`src/rtl/instr_fetch_unit.sv`:
```
// RV32 fetch stage: sequential PC generation, req/gnt instruction memory port,
// 2-entry {pc, instr} buffer to decode, redirect flush. Option macro: FETCH_MISALIGN_TRAP_EN.
module instr_fetch_unit #(
    parameter logic [31:0] RESET_PC = 32'h0000_0000
) (
    input  logic        clk,
    input  logic        reset,
    output logic        imem_req,
    output logic [31:0] imem_addr,
    input  logic        imem_gnt,
    input  logic        imem_rvalid,
    input  logic [31:0] imem_rdata,
    input  logic        redirect,
    input  logic [31:0] redirect_pc,
    output logic        if_valid,
    input  logic        if_ready,
    output logic [31:0] if_instr,
    output logic [31:0] if_pc,
    output logic [31:0] if_pcplus4,
    output logic        misalign
);

    localparam logic [31:0] NOP = 32'h0000_0013;

`ifdef FETCH_MISALIGN_TRAP_EN
    typedef enum logic [1:0] {ST_BOOT = 2'd0, ST_FETCH = 2'd1, ST_FLUSH = 2'd2, ST_HALT = 2'd3} state_e;
`else
    typedef enum logic [1:0] {ST_BOOT = 2'd0, ST_FETCH = 2'd1, ST_FLUSH = 2'd2} state_e;
`endif

    state_e      state_q, state_d;
    logic [31:0] pc_q, pc_d;
    logic [1:0]  outst_q, outst_d;
    logic [1:0]  drop_q, drop_d;
    logic [1:0]  cnt_q, cnt_d;
    logic [31:0] s0_pc_q, s0_pc_d, s0_instr_q, s0_instr_d;
    logic [31:0] s1_pc_q, s1_pc_d, s1_instr_q, s1_instr_d;
    logic [31:0] pcp4_q, pcp4_d;
    logic        misalign_q, misalign_d;

    logic        pop_s, req_s, gnt_s, rsp_s, push_s, trap_s, halted_s;
    logic [2:0]  occ_s, inflight_s;
    logic [1:0]  cnt_pop_s;
    logic [31:0] tag_s, tgt_s;

    // A word leaving for decode frees its slot in the same cycle, which is what
    // keeps a 1-cycle memory streaming at one instruction per clock.
    assign pop_s      = (cnt_q != 2'd0) && if_ready;
    assign occ_s      = {1'b0, outst_q} + {1'b0, cnt_q} - {2'b00, pop_s};
    assign req_s      = (state_q == ST_FETCH) && (occ_s < 3'd2);
    assign gnt_s      = req_s && imem_gnt;
    assign rsp_s      = imem_rvalid && (outst_q != 2'd0);
    assign push_s     = (state_q == ST_FETCH) && rsp_s && !redirect;
    // Outstanding requests are consecutive words ending at pc_q-4, so the oldest one is:
    assign tag_s      = pc_q - {28'd0, outst_q, 2'b00};
    assign cnt_pop_s  = cnt_q - {1'b0, pop_s};
    assign inflight_s = {1'b0, outst_q} + {2'b00, gnt_s} - {2'b00, rsp_s};

`ifdef FETCH_MISALIGN_TRAP_EN
    assign tgt_s    = redirect_pc;
    assign trap_s   = redirect && (redirect_pc[1:0] != 2'b00);
    assign halted_s = (state_q == ST_HALT);
`else
    assign tgt_s    = redirect_pc & 32'hFFFF_FFFC;
    assign trap_s   = 1'b0;
    assign halted_s = 1'b0;
`endif

    // Next-state logic for the FSM, request counters and the head-first buffer.
    always_comb begin
        state_d    = state_q;
        pc_d       = pc_q;
        outst_d    = outst_q;
        drop_d     = drop_q;
        misalign_d = misalign_q;
        s0_pc_d    = s0_pc_q;
        s0_instr_d = s0_instr_q;
        s1_pc_d    = s1_pc_q;
        s1_instr_d = s1_instr_q;

        if (pop_s) begin
            s0_pc_d    = s1_pc_q;
            s0_instr_d = s1_instr_q;
        end else begin
            s0_pc_d    = s0_pc_q;
            s0_instr_d = s0_instr_q;
        end

        if (push_s) begin
            if (cnt_pop_s == 2'd0) begin
                s0_pc_d    = tag_s;
                s0_instr_d = imem_rdata;
            end else begin
                s1_pc_d    = tag_s;
                s1_instr_d = imem_rdata;
            end
        end else begin
            s1_pc_d    = s1_pc_q;
            s1_instr_d = s1_instr_q;
        end
        cnt_d = cnt_pop_s + {1'b0, push_s};

        case (state_q)
            ST_BOOT: begin
                state_d = ST_FETCH;
            end
            ST_FETCH: begin
                if (gnt_s) begin
                    pc_d = pc_q + 32'd4;
                end else begin
                    pc_d = pc_q;
                end
                outst_d = inflight_s[1:0];
            end
            ST_FLUSH: begin
                if (imem_rvalid && (drop_q != 2'd0)) begin
                    drop_d  = drop_q - 2'd1;
                    state_d = (drop_q == 2'd1) ? ST_FETCH : ST_FLUSH;
                end else begin
                    drop_d  = drop_q;
                    state_d = (drop_q == 2'd0) ? ST_FETCH : ST_FLUSH;
                end
            end
`ifdef FETCH_MISALIGN_TRAP_EN
            ST_HALT: begin
                state_d = ST_HALT;
            end
`endif
            default: begin
                state_d = ST_BOOT;
            end
        endcase

        if (redirect && !halted_s) begin
            pc_d    = tgt_s;
            cnt_d   = 2'd0;
            outst_d = 2'd0;
            if (trap_s) begin
`ifdef FETCH_MISALIGN_TRAP_EN
                state_d    = ST_HALT;
`endif
                misalign_d = 1'b1;
                drop_d     = 2'd0;
            end else if (state_q != ST_FLUSH) begin
                drop_d  = inflight_s[1:0];
                state_d = (inflight_s != 3'd0) ? ST_FLUSH : ST_FETCH;
            end else begin
                pc_d = tgt_s;
            end
        end else begin
            misalign_d = misalign_q;
        end

        pcp4_d = s0_pc_d + 32'd4;
    end

    // State and buffer registers.
    always_ff @(posedge clk or posedge reset) begin
        if (reset) begin
            state_q    <= ST_BOOT;
            pc_q       <= RESET_PC;
            outst_q    <= 2'd0;
            drop_q     <= 2'd0;
            cnt_q      <= 2'd0;
            s0_pc_q    <= RESET_PC;
            s0_instr_q <= NOP;
            s1_pc_q    <= RESET_PC;
            s1_instr_q <= NOP;
            pcp4_q     <= RESET_PC + 32'd4;
            misalign_q <= 1'b0;
        end else begin
            state_q    <= state_d;
            pc_q       <= pc_d;
            outst_q    <= outst_d;
            drop_q     <= drop_d;
            cnt_q      <= cnt_d;
            s0_pc_q    <= s0_pc_d;
            s0_instr_q <= s0_instr_d;
            s1_pc_q    <= s1_pc_d;
            s1_instr_q <= s1_instr_d;
            pcp4_q     <= pcp4_d;
            misalign_q <= misalign_d;
        end
    end

    assign imem_req   = req_s;
    assign imem_addr  = pc_q;
    assign if_valid   = (cnt_q != 2'd0);
    assign if_instr   = s0_instr_q;
    assign if_pc      = s0_pc_q;
    assign if_pcplus4 = pcp4_q;
    assign misalign   = misalign_q;

endmodule

```
`config.mk`:
```
export PLATFORM = sky130hd
export DESIGN_NAME = instr_fetch_unit
export DESIGN_NICKNAME = d
export VERILOG_FILES = /design/src/rtl/instr_fetch_unit.sv
export SDC_FILE = /design/constraint.sdc
export NUM_CORES = 1
export LEC_CHECK = 0
export CELL_PAD_IN_SITES_DETAIL_PLACEMENT = 0
export CELL_PAD_IN_SITES_GLOBAL_PLACEMENT = 1
export CORE_ASPECT_RATIO = 1.75
export CORE_MARGIN = 1
export CORE_UTILIZATION = 53
export DETAILED_ROUTE_END_ITERATION = 16
export DONT_BUFFER_PORTS = 1
export PLACE_DENSITY_LB_ADDON = 0.12
export SLEW_MARGIN = 20
export SYNTH_ARGS = -nofsm -noshare
export SYNTH_HDL_FRONTEND = slang
export SYNTH_SLANG_ARGS = --single-unit
export TNS_END_PERCENT = 100
```
`constraint.sdc`:
```
create_clock -name clk -period 13.8 [get_ports clk]
set_input_delay 2.76 -clock clk [delete_from_list [all_inputs] [get_ports clk]]
set_output_delay 2.76 -clock clk [all_outputs]
set_load 0.05 [all_outputs]
```
==> results.sh, run 1 <==
export IMPL_fin_crit_ns=8.26
export IMPL_critPathCaptureType="output pin"
export IMPL_worstPathArrival_ns=5.50
export IMPL_hpwlAfterDp_mm=15.3
export IMPL_clock_latency_ns=0.43
export IMPL_grt_pass1_vias=7092
export IMPL_die_x_um=106
export IMPL_cts_root_buf="clkbuf_16"
export IMPL_cts_buffers=17
export IMPL_r2r_cells=14
export IMPL_clock_sinks=194
export IMPL_cts_resized=0
export IMPL_rsz0062_at_grt="no"
export IMPL_fin_util_pct=56.7
export IMPL_synth_ff_type="dfrtp_1"
export IMPL_final_layout_size_suffix_gt1_share_pct=12.0
export IMPL_worst_setup_path_start_kind="input port"
export IMPL_io_buffers=0
export IMPL_grt_pass1_wl_mm=37.3
export IMPL_leakage_nw=4.75
export IMPL_hp_class="reg -> reg"
export IMPL_dieArea_um2=19500
export IMPL_yosys_warnings=0
export IMPL_final_cell_mix="dfrtp_1, nand2_1, nor2_1"
export IMPL_gr_usage_all_layers_pct=24.4
export IMPL_cts_max_level=4
export IMPL_tns_ns=0
export IMPL_max_freq_mhz=121
export IMPL_min_path_cells=2
export IMPL_area_delta_synth_final_pct=5.12
export IMPL_grt_ovfl_total=0
export IMPL_drt_wl_total_mm=22.3
export IMPL_synth_edf_count=0
export IMPL_cp_max_fo=78
export IMPL_drt_pass1_iter_count=5
export IMPL_n_antenna_cell=0
export IMPL_status="completed"
export IMPL_netlist_instances=1034
export IMPL_worst_clock_skew_ns=0.0108
export IMPL_syn_area_per_cell_um2=9.70
export IMPL_ant_nets=0
export IMPL_worstPathRequired_ns=11.04
export IMPL_place_gp_congestion=0.801
export IMPL_wl_per_cell_um=18.0
export IMPL_slew_viol_final=0
export IMPL_synthDistinctLibCells=72
export IMPL_mostFrequentLayoutCell="dfrtp_1"
export IMPL_core_area_um2=18600
export IMPL_hold_viol=0
export IMPL_path_clk_slew_ns=0.06
export IMPL_rows=66
export IMPL_drc=0
export IMPL_relSlewSlack_pct=34.0
export IMPL_min_period_over_period_pct=59.8
export IMPL_finalSetupViolations=0
export IMPL_final_nets=1076
export IMPL_r2r_slack_ns=8.11
export IMPL_num_vias=6997
export IMPL_syn_area_um2=10000
export IMPL_finalNonFillerCells=1242
export IMPL_ios=201
export IMPL_post_place_cells=1210
export IMPL_powerDensity_nw_per_um2=214
export IMPL_postCtsSetupBuffers=0
export IMPL_crit_type="in -> out"
export IMPL_start_util_pct=54.0
export IMPL_grt_start_max_net_pins=122
export IMPL_synthArstFlopShare_pct=100
export IMPL_tritoncts="done"
export IMPL_ys_ff_latch=194
export IMPL_cts_buffer_depth=2
export IMPL_tightest_slew_ns=0.989
export IMPL_drv_cap=0
export IMPL_vias_per_cell=5.63
export IMPL_cts_hold_buf=0
export IMPL_max_vdd_ir_drop_mv=0.125
export IMPL_drtIter0Drc=335
export IMPL_die_h_um=184
export IMPL_antenna_found_initial=0
export IMPL_yosysSeqAreaShare_pct=48.5
[sequential cells by signal, indices dropped and copies added, names as in the netlist]
signal / cells
s1_pc_q: 30
state_q: 2
if_pc: 30
if_instr: 32
imem_addr: 30
outst_q: 2
if_pcplus4: 32
cnt_q: 2
s1_instr_q: 32
drop_q: 2
[through the flow]
stage	total power, mW	cell area [µm²]	worst slack, ns	hold WS, ns
final	2.26	10500	5.54	0.482
after global routing	2.39	10500	5.27	0.510
after CTS	2.28	10500	5.48	0.480
after detailed placement	1.81	9990	5.48	0.471
after global placement	1.79	9990	5.50	0.469
after floorplan	1.67	10000	5.28	0.446
[power breakdown]
part | internal, mW | total [mW] | switching [mW]
logic | 0.223 | 0.546 | 0.323
registers | 0.741 | 1.24 | 0.501
clock network | 0.259 | 0.467 | 0.208
total | 1.22 | 2.26 | 1.03
[cell usage after synthesis, types with 4 or more instances]
library cell | n | area (µm²)
dfrtp_1 | 187 | 4680
nand2_1 | 184 | 691
nor2_1 | 98 | 368
xnor2_1 | 55 | 482
o21ai_0 | 46 | 230
clkbuf_1 | 43 | 161
mux2_2 | 43 | 484
a31oi_1 | 39 | 244
inv_1 | 35 | 131
a21oi_1 | 30 | 150
xor2_1 | 26 | 228
nand3_1 | 23 | 115
mux2i_1 | 21 | 210
nor3_1 | 18 | 90.1
nand4_1 | 13 | 81.3
nor4_1 | 13 | 81.3
ha_1 | 12 | 150
o211ai_1 | 10 | 75.1
and3_1 | 9 | 56.3
clkbuf_8 | 8 | 110
buf_4 | 7 | 52.6
dfstp_2 | 7 | 184
or2_2 | 7 | 43.8
or3_1 | 7 | 43.8
o31ai_1 | 6 | 45.0
and2_1 | 5 | 31.3
buf_6 | 5 | 56.3
nand2b_1 | 5 | 31.3
nor2b_1 | 5 | 31.3
or4_1 | 4 | 30.0
[final timing paths]
kind | end | startpoint
setup / recovery | imem_req | if_ready
hold / removal | if_instr[4] | s1_instr_q[4]
setup reg to reg | if_pcplus4[30] | cnt_q[1]
hold reg to reg | if_instr[4] | s1_instr_q[4]
max in group asynchronous | s1_pc_q[27] | reset
min in group asynchronous | if_pcplus4[3] | reset
[cell type report]
cell class | instances | area (µm²)
fillers | 1686 | 8040
flip-flops and latches | 194 | 4860
multi-input cells | 737 | 4640
clock buffers | 24 | 472
well taps | 238 | 298
inverters | 35 | 139
clock inverters | 8 | 77.6
repair buffers | 6 | 45.0
[layer usage]
layer  routed length [µm]  vias to the layer above  global-route usage [%]
met5                    0                        -                       0
met4                  322                        0                    7.67
met3                 1150                       22                    5.88
met2                11600                      177                    42.2
met1                 9260                     3378                    29.8
li1                     -                     3420                       -
[worst max-delay path: stages]
cell,delay (ns)
o21ai_4,0.03
buf_4,0.74
clkinv_1,0.22
buf_4,0.37
ha_1,0.33
fa_1,0.38
xor2_1,0.15
and3_1,0.50
[logic make-up (layout without fill, tap and decap cells)]
kind of cell | after synthesis | count (layout) | share of synthesized area (%)
fa+ha+maj | 15 | 15 | 2.10
mux | 66 | 66 | 7.30
flops | 194 | 194 | 48.5
buf+inv | 105 | 73 | 5.42
simple gates | 418 | 418 | 20.1
other cells | 1 | 3 | 0.0374
xor+xnor | 81 | 81 | 7.08
compound gates | 154 | 154 | 9.47
Note: power is estimated with default switching activity, not from simulation.
==> run 2, diff against run 1 <==
CORE_UTILIZATION = 49   (was 53)
clock period = 8.4 ns   (was 13.8 ns; I/O delays follow)
==> run 2 against run 1 <==
Effect of this change: combinational power is 64% higher; global-route usage is 2.2 points lower; register-to-register slack worse by 4.4 ns; flip-flop and latch count stayed put; first-iteration DRC count is 47% higher; worst hold slack worse by 0.0046 ns; highest routed layer unchanged.
==> results.sh, run 2 (synthesis results as in run 1) <==
export IMPL_cts_root_buf="clkbuf_16"
export IMPL_drt_wl_total_mm=22.5
export IMPL_io_buffers=0
export IMPL_critPathCaptureType="register"
export IMPL_drv_cap=0
export IMPL_start_util_pct=50.4
export IMPL_crit_type="in -> reg"
export IMPL_fin_crit_ns=5.38
export IMPL_finalSetupViolations=0
export IMPL_num_vias=6971
export IMPL_leakage_nw=4.74
export IMPL_vias_per_cell=5.58
export IMPL_core_area_um2=19900
export IMPL_power_switching_mw=1.70
export IMPL_grt_pass1_wl_mm=35.9
export IMPL_p_int_mw=1.98
export IMPL_rsz0062_at_grt="no"
export IMPL_grt_pass1_vias=6819
export IMPL_die_h_um=191
export IMPL_dp_slack_ns=2.50
export IMPL_tightest_slew_ns=0.954
export IMPL_clockPowerShare_pct=20.1
export IMPL_min_period_over_period_pct=64.0
export IMPL_mostFrequentLayoutCell="dfrtp_1"
export IMPL_postCtsSetupBuffers=0
export IMPL_hp_class="reg -> reg"
export IMPL_powerDensity_nw_per_um2=349
export IMPL_n_antenna_cell=0
export IMPL_cts_hold_buf=0
export IMPL_ios=201
export IMPL_place_gp_congestion=0.785
export IMPL_worstPathRequired_ns=8.71
export IMPL_drt_pass1_iter_count=5
export IMPL_dieArea_um2=21100
export IMPL_cts_buffer_depth=2
export IMPL_max_freq_mhz=186
export IMPL_swShare_pct=46.2
export IMPL_post_place_cells=1217
export IMPL_fin_ws_ns=3.02
export IMPL_tritoncts="done"
export IMPL_clock_sinks=194
export IMPL_worst_clock_skew_ns=0.0105
export IMPL_drtIter0Drc=494
export IMPL_worstPathArrival_ns=5.69
export IMPL_grt_start_max_net_pins=133
export IMPL_hpwlAfterDp_mm=15.4
export IMPL_final_layout_size_suffix_gt1_share_pct=12.0
export IMPL_dpl_cell_area_um2=10000
export IMPL_cp_max_fo=49
export IMPL_hold_viol=0
export IMPL_gr_usage_all_layers_pct=22.2
export IMPL_timing_rr_start="cnt_q[1]"
export IMPL_final_nets=1076
export IMPL_grt_ovfl_total=0
export IMPL_endpoint="imem_addr[25]"
export IMPL_r2r_slack_ns=3.70
export IMPL_ant_nets=0
export IMPL_wl_per_cell_um=18.0
export IMPL_rows=68
export IMPL_worst_setup_path_start_kind="input port"
export IMPL_status="completed"
export IMPL_max_vdd_ir_drop_mv=0.231
export IMPL_path_clk_slew_ns=0.07
export IMPL_finalInstanceArea_um2=10500
export IMPL_die_x_um=110
export IMPL_combPwrFrac_pct=24.4
export IMPL_r2r_end="imem_addr[25]"
export IMPL_final_cell_mix="dfrtp_1, nand2_1, nor2_1"
export IMPL_r2r_cells=15
export IMPL_relSlewSlack_pct=36.4
export IMPL_cts_resized=0
export IMPL_hold_start="state_q[1]"
export IMPL_clock_latency_ns=0.43
export IMPL_power_frac_seq_pct=55.5
export IMPL_tns_ns=0
export IMPL_cts_buffers=17
export IMPL_cts_max_level=4
export IMPL_drc=0
export IMPL_slew_viol_final=0
export IMPL_timing_hold_ws_ns=0.478
export IMPL_startpoint="if_ready"
export IMPL_finalNonFillerCells=1249
export IMPL_area_delta_synth_final_pct=4.98
export IMPL_antenna_found_initial=0
run 2: how the worst min path moves through the flow:
stage | cells past startpoint | endpoint | slack (ns)
floorplan | 1 | state_q[0] | 0.45
CTS | 1 | state_q[0] | 0.49
finish | 1 | state_q[0] | 0.48
detailed placement | 1 | state_q[0] | 0.47
global route | 2 | if_instr[0] | 0.50
global placement | 2 | if_instr[0] | 0.47
run 2: area by class of cell:
cell class	count	area, µm²
multi-input cells	737	4640
clock inverters	8	55.1
well taps	245	307
inverters	35	139
fillers	1852	9380
repair buffers	6	45.0
clock buffers	24	472
flip-flops and latches	194	4860
run 2: power by group through the flow:
stage,Combinational [mW],Clock (mW),Sequential [mW]
final,0.897,0.740,2.04
after global routing,1.02,0.799,2.09
after CTS,0.911,0.768,2.05
after detailed placement,0.905,0,2.07
after global placement,0.889,0,2.06
after floorplan,0.784,0,1.97
run 2: critical path, stage by stage:
cell and delay [ns]:
o21ai_4 0.04, clkinv_1 0.09, buf_4 0.31, ha_1 0.33, fa_1 0.38, xor2_1 0.15, and3_1 0.50, and2_1 0.33
inv_1 0.16, nor3_1 0.39, nand4_1 0.31, or2_2 0.48, nor4_1 0.28, xnor2_1 0.16, o21ai_0 0.09
run 2: stage by stage:
step | total power, mW | utilization [%]
2_1_floorplan | 2.75 | -
3_3_place_gp | 2.95 | 50.2
3_5_place_dp | 2.97 | 50.2
4_1_cts | 3.73 | 52.9
5_1_grt | 3.90 | 52.9
6_report | 3.68 | 52.9
run 2: layer usage:
metal  vias up  GRT usage [%]  share of wire [%]
met5         -              0                  0
li1       3410              -                  -
met1      3348           27.4                 42
met3        23           5.28                6.2
met2       190           37.7                 50
met4         0           7.24                1.9
==> run 3, diff against run 2 <==
CORE_UTILIZATION = 44   (was 49)
clock period = 4.7 ns   (was 8.4 ns; I/O delays follow)
==> run 3 against run 2 <==
Effect of this change: cell count rose by 4.6%; power is 88% higher; global-route usage fell by 0.47 points; routed wire length grew 6.6%.
==> results.sh, run 3 (synthesis results as in run 1) <==
export IMPL_drc=0
export IMPL_postCtsSetupBuffers=0
export IMPL_cts_hold_buf=0
export IMPL_fin_crit_ns=4.08
export IMPL_final_layout_size_suffix_gt1_share_pct=14.0
export IMPL_crit_type="reg -> reg"
export IMPL_die_x_um=116
export IMPL_drv_cap=0
export IMPL_tightest_slew_ns=1.00
export IMPL_area_delta_synth_final_pct=8.22
export IMPL_power_frac_seq_pct=52.9
export IMPL_wl_per_cell_um=18.3
export IMPL_fin_ws_ns=0.618
export IMPL_drt_pass1_iter_count=4
export IMPL_relSlewSlack_pct=33.2
export IMPL_rows=72
export IMPL_p_int_mw=3.79
export IMPL_hold_viol=0
export IMPL_dieArea_um2=23400
export IMPL_swShare_pct=45.0
export IMPL_n_antenna_cell=0
export IMPL_place_gp_congestion=0.781
export IMPL_max_freq_mhz=245
export IMPL_hp_class="reg -> reg"
export IMPL_grt_pass1_vias=7075
export IMPL_worst_setup_path_start_kind="register"
export IMPL_worstPathArrival_ns=4.45
export IMPL_vias_per_cell=5.35
export IMPL_cts_max_level=4
export IMPL_rsz0062_at_grt="no"
export IMPL_tritoncts="done"
export IMPL_cts_buffer_depth=2
export IMPL_mostFrequentLayoutCell="dfrtp_1"
export IMPL_finalSetupViolations=0
export IMPL_antenna_found_initial=0
export IMPL_grt_start_max_net_pins=94
export IMPL_dp_slack_ns=0.461
export IMPL_powerDensity_nw_per_um2=636
export IMPL_final_nets=1083
export IMPL_slew_viol_final=0
export IMPL_max_vdd_ir_drop_mv=0.323
export IMPL_grt_ovfl_total=0
export IMPL_timing_hold_ws_ns=0.472
export IMPL_path_clk_slew_ns=0.07
export IMPL_start_util_pct=45.1
export IMPL_cts_root_buf="clkbuf_16"
export IMPL_num_vias=6993
export IMPL_die_h_um=202
export IMPL_leakage_nw=4.86
export IMPL_cp_max_fo=7
export IMPL_clockPowerShare_pct=22.5
export IMPL_worstPathRequired_ns=5.07
export IMPL_status="completed"
export IMPL_cts_buffers=17
export IMPL_clock_latency_ns=0.45
export IMPL_io_buffers=0
export IMPL_combPwrFrac_pct=24.6
export IMPL_drt_wl_total_mm=23.9
export IMPL_cts_resized=0
export IMPL_grt_pass1_wl_mm=38.5
export IMPL_drtIter0Drc=379
export IMPL_clock_sinks=194
export IMPL_ios=201
export IMPL_ant_nets=0
export IMPL_critPathCaptureType="register"
export IMPL_final_cell_mix="dfrtp_1, nand2_1, nor2_1"
export IMPL_hpwlAfterDp_mm=16.5
export IMPL_gr_usage_all_layers_pct=21.7
export IMPL_power_switching_mw=3.10
export IMPL_min_period_over_period_pct=86.8
export IMPL_worst_clock_skew_ns=0.0103
export IMPL_core_area_um2=22300
run 3: cell types whose count changed in the layout (fill, tap and decap cells not counted), moves of 2 or more:
cell       delta
buf_12        +2
clkbuf_1      -3
inv_4         +2
buf_4         +5
bufinv_16     +3
clkbuf_8      +3
o21ai_0       -2
ha_1          -2
run 3: per-layer routing:
layer / vias to the layer above / wire length, µm / GRT usage [%]
met2: 160 / 12400 / 37.5
li1: 3443 / - / -
met3: 21 / 1290 / 5.12
met5: - / 0 / 0
met1: 3369 / 9760 / 25.5
met4: 0 / 452 / 8.79
run 3: critical path: stages, from the launching register on:
cell     delay [ns]
dfrtp_1        0.61
inv_1          0.22
ha_1           0.23
fa_1           0.31
nor2b_1        0.52
nand2_1        0.22
and2_1         0.23
mux2_4         0.33
nor4_1         0.34
buf_4          0.20
nand4_2        0.26
nor4_2         0.36
xor2_1         0.18
run 3: area by class of cell:
class                      instances  area [µm²]
clock buffer                      24         502
clock inverter                     8         125
fill                            2113       11400
inverter                          35         140
multi-input combinational        737        4730
sequential                       194        4860
tap                              296         370
timing repair buffer              13         123
run 3: worst paths after layout:
| kind | startpoint | slack, ns | to | cells past startpoint |
|---|---|---|---|---|
| min in group asynchronous | reset | 0.49 | if_instr[29] | 1 |
| hold / removal | state_q[1] | 0.47 | state_q[0] | 1 |
| hold reg to reg | state_q[1] | 0.47 | state_q[0] | 1 |
| setup reg to reg | imem_addr[2] | 0.62 | if_pcplus4[31] | 12 |
| setup / recovery | imem_addr[2] | 0.62 | if_pcplus4[31] | 12 |
| max in group asynchronous | reset | 3.28 | s1_instr_q[1] | 2 |
run 3: power groups by stage:
stage                     Combinational (mW)  Clock (mW)  Sequential (mW)
after floorplan                         1.49           0             3.52
after global routing                    1.92        1.66             3.73
after detailed placement                1.72           0             3.70
final                                   1.70        1.55             3.65
after CTS                               1.73        1.60             3.66
after global placement                  1.70           0             3.69
run 3: through the flow:
stage                     TNS (ns)  cells  utilization (%)  instance area, µm²  total power, mW
after CTS                        0   1307             48.8               10900             7.00
after detailed placement         0   1275             45.9               10200             5.42
after global routing             0   1307             48.8               10900             7.31
final                            0   1307             48.8               10900             6.90
after floorplan              -3.25   1036                -               10200             5.01
after global placement           0   1275             45.9               10200             5.39
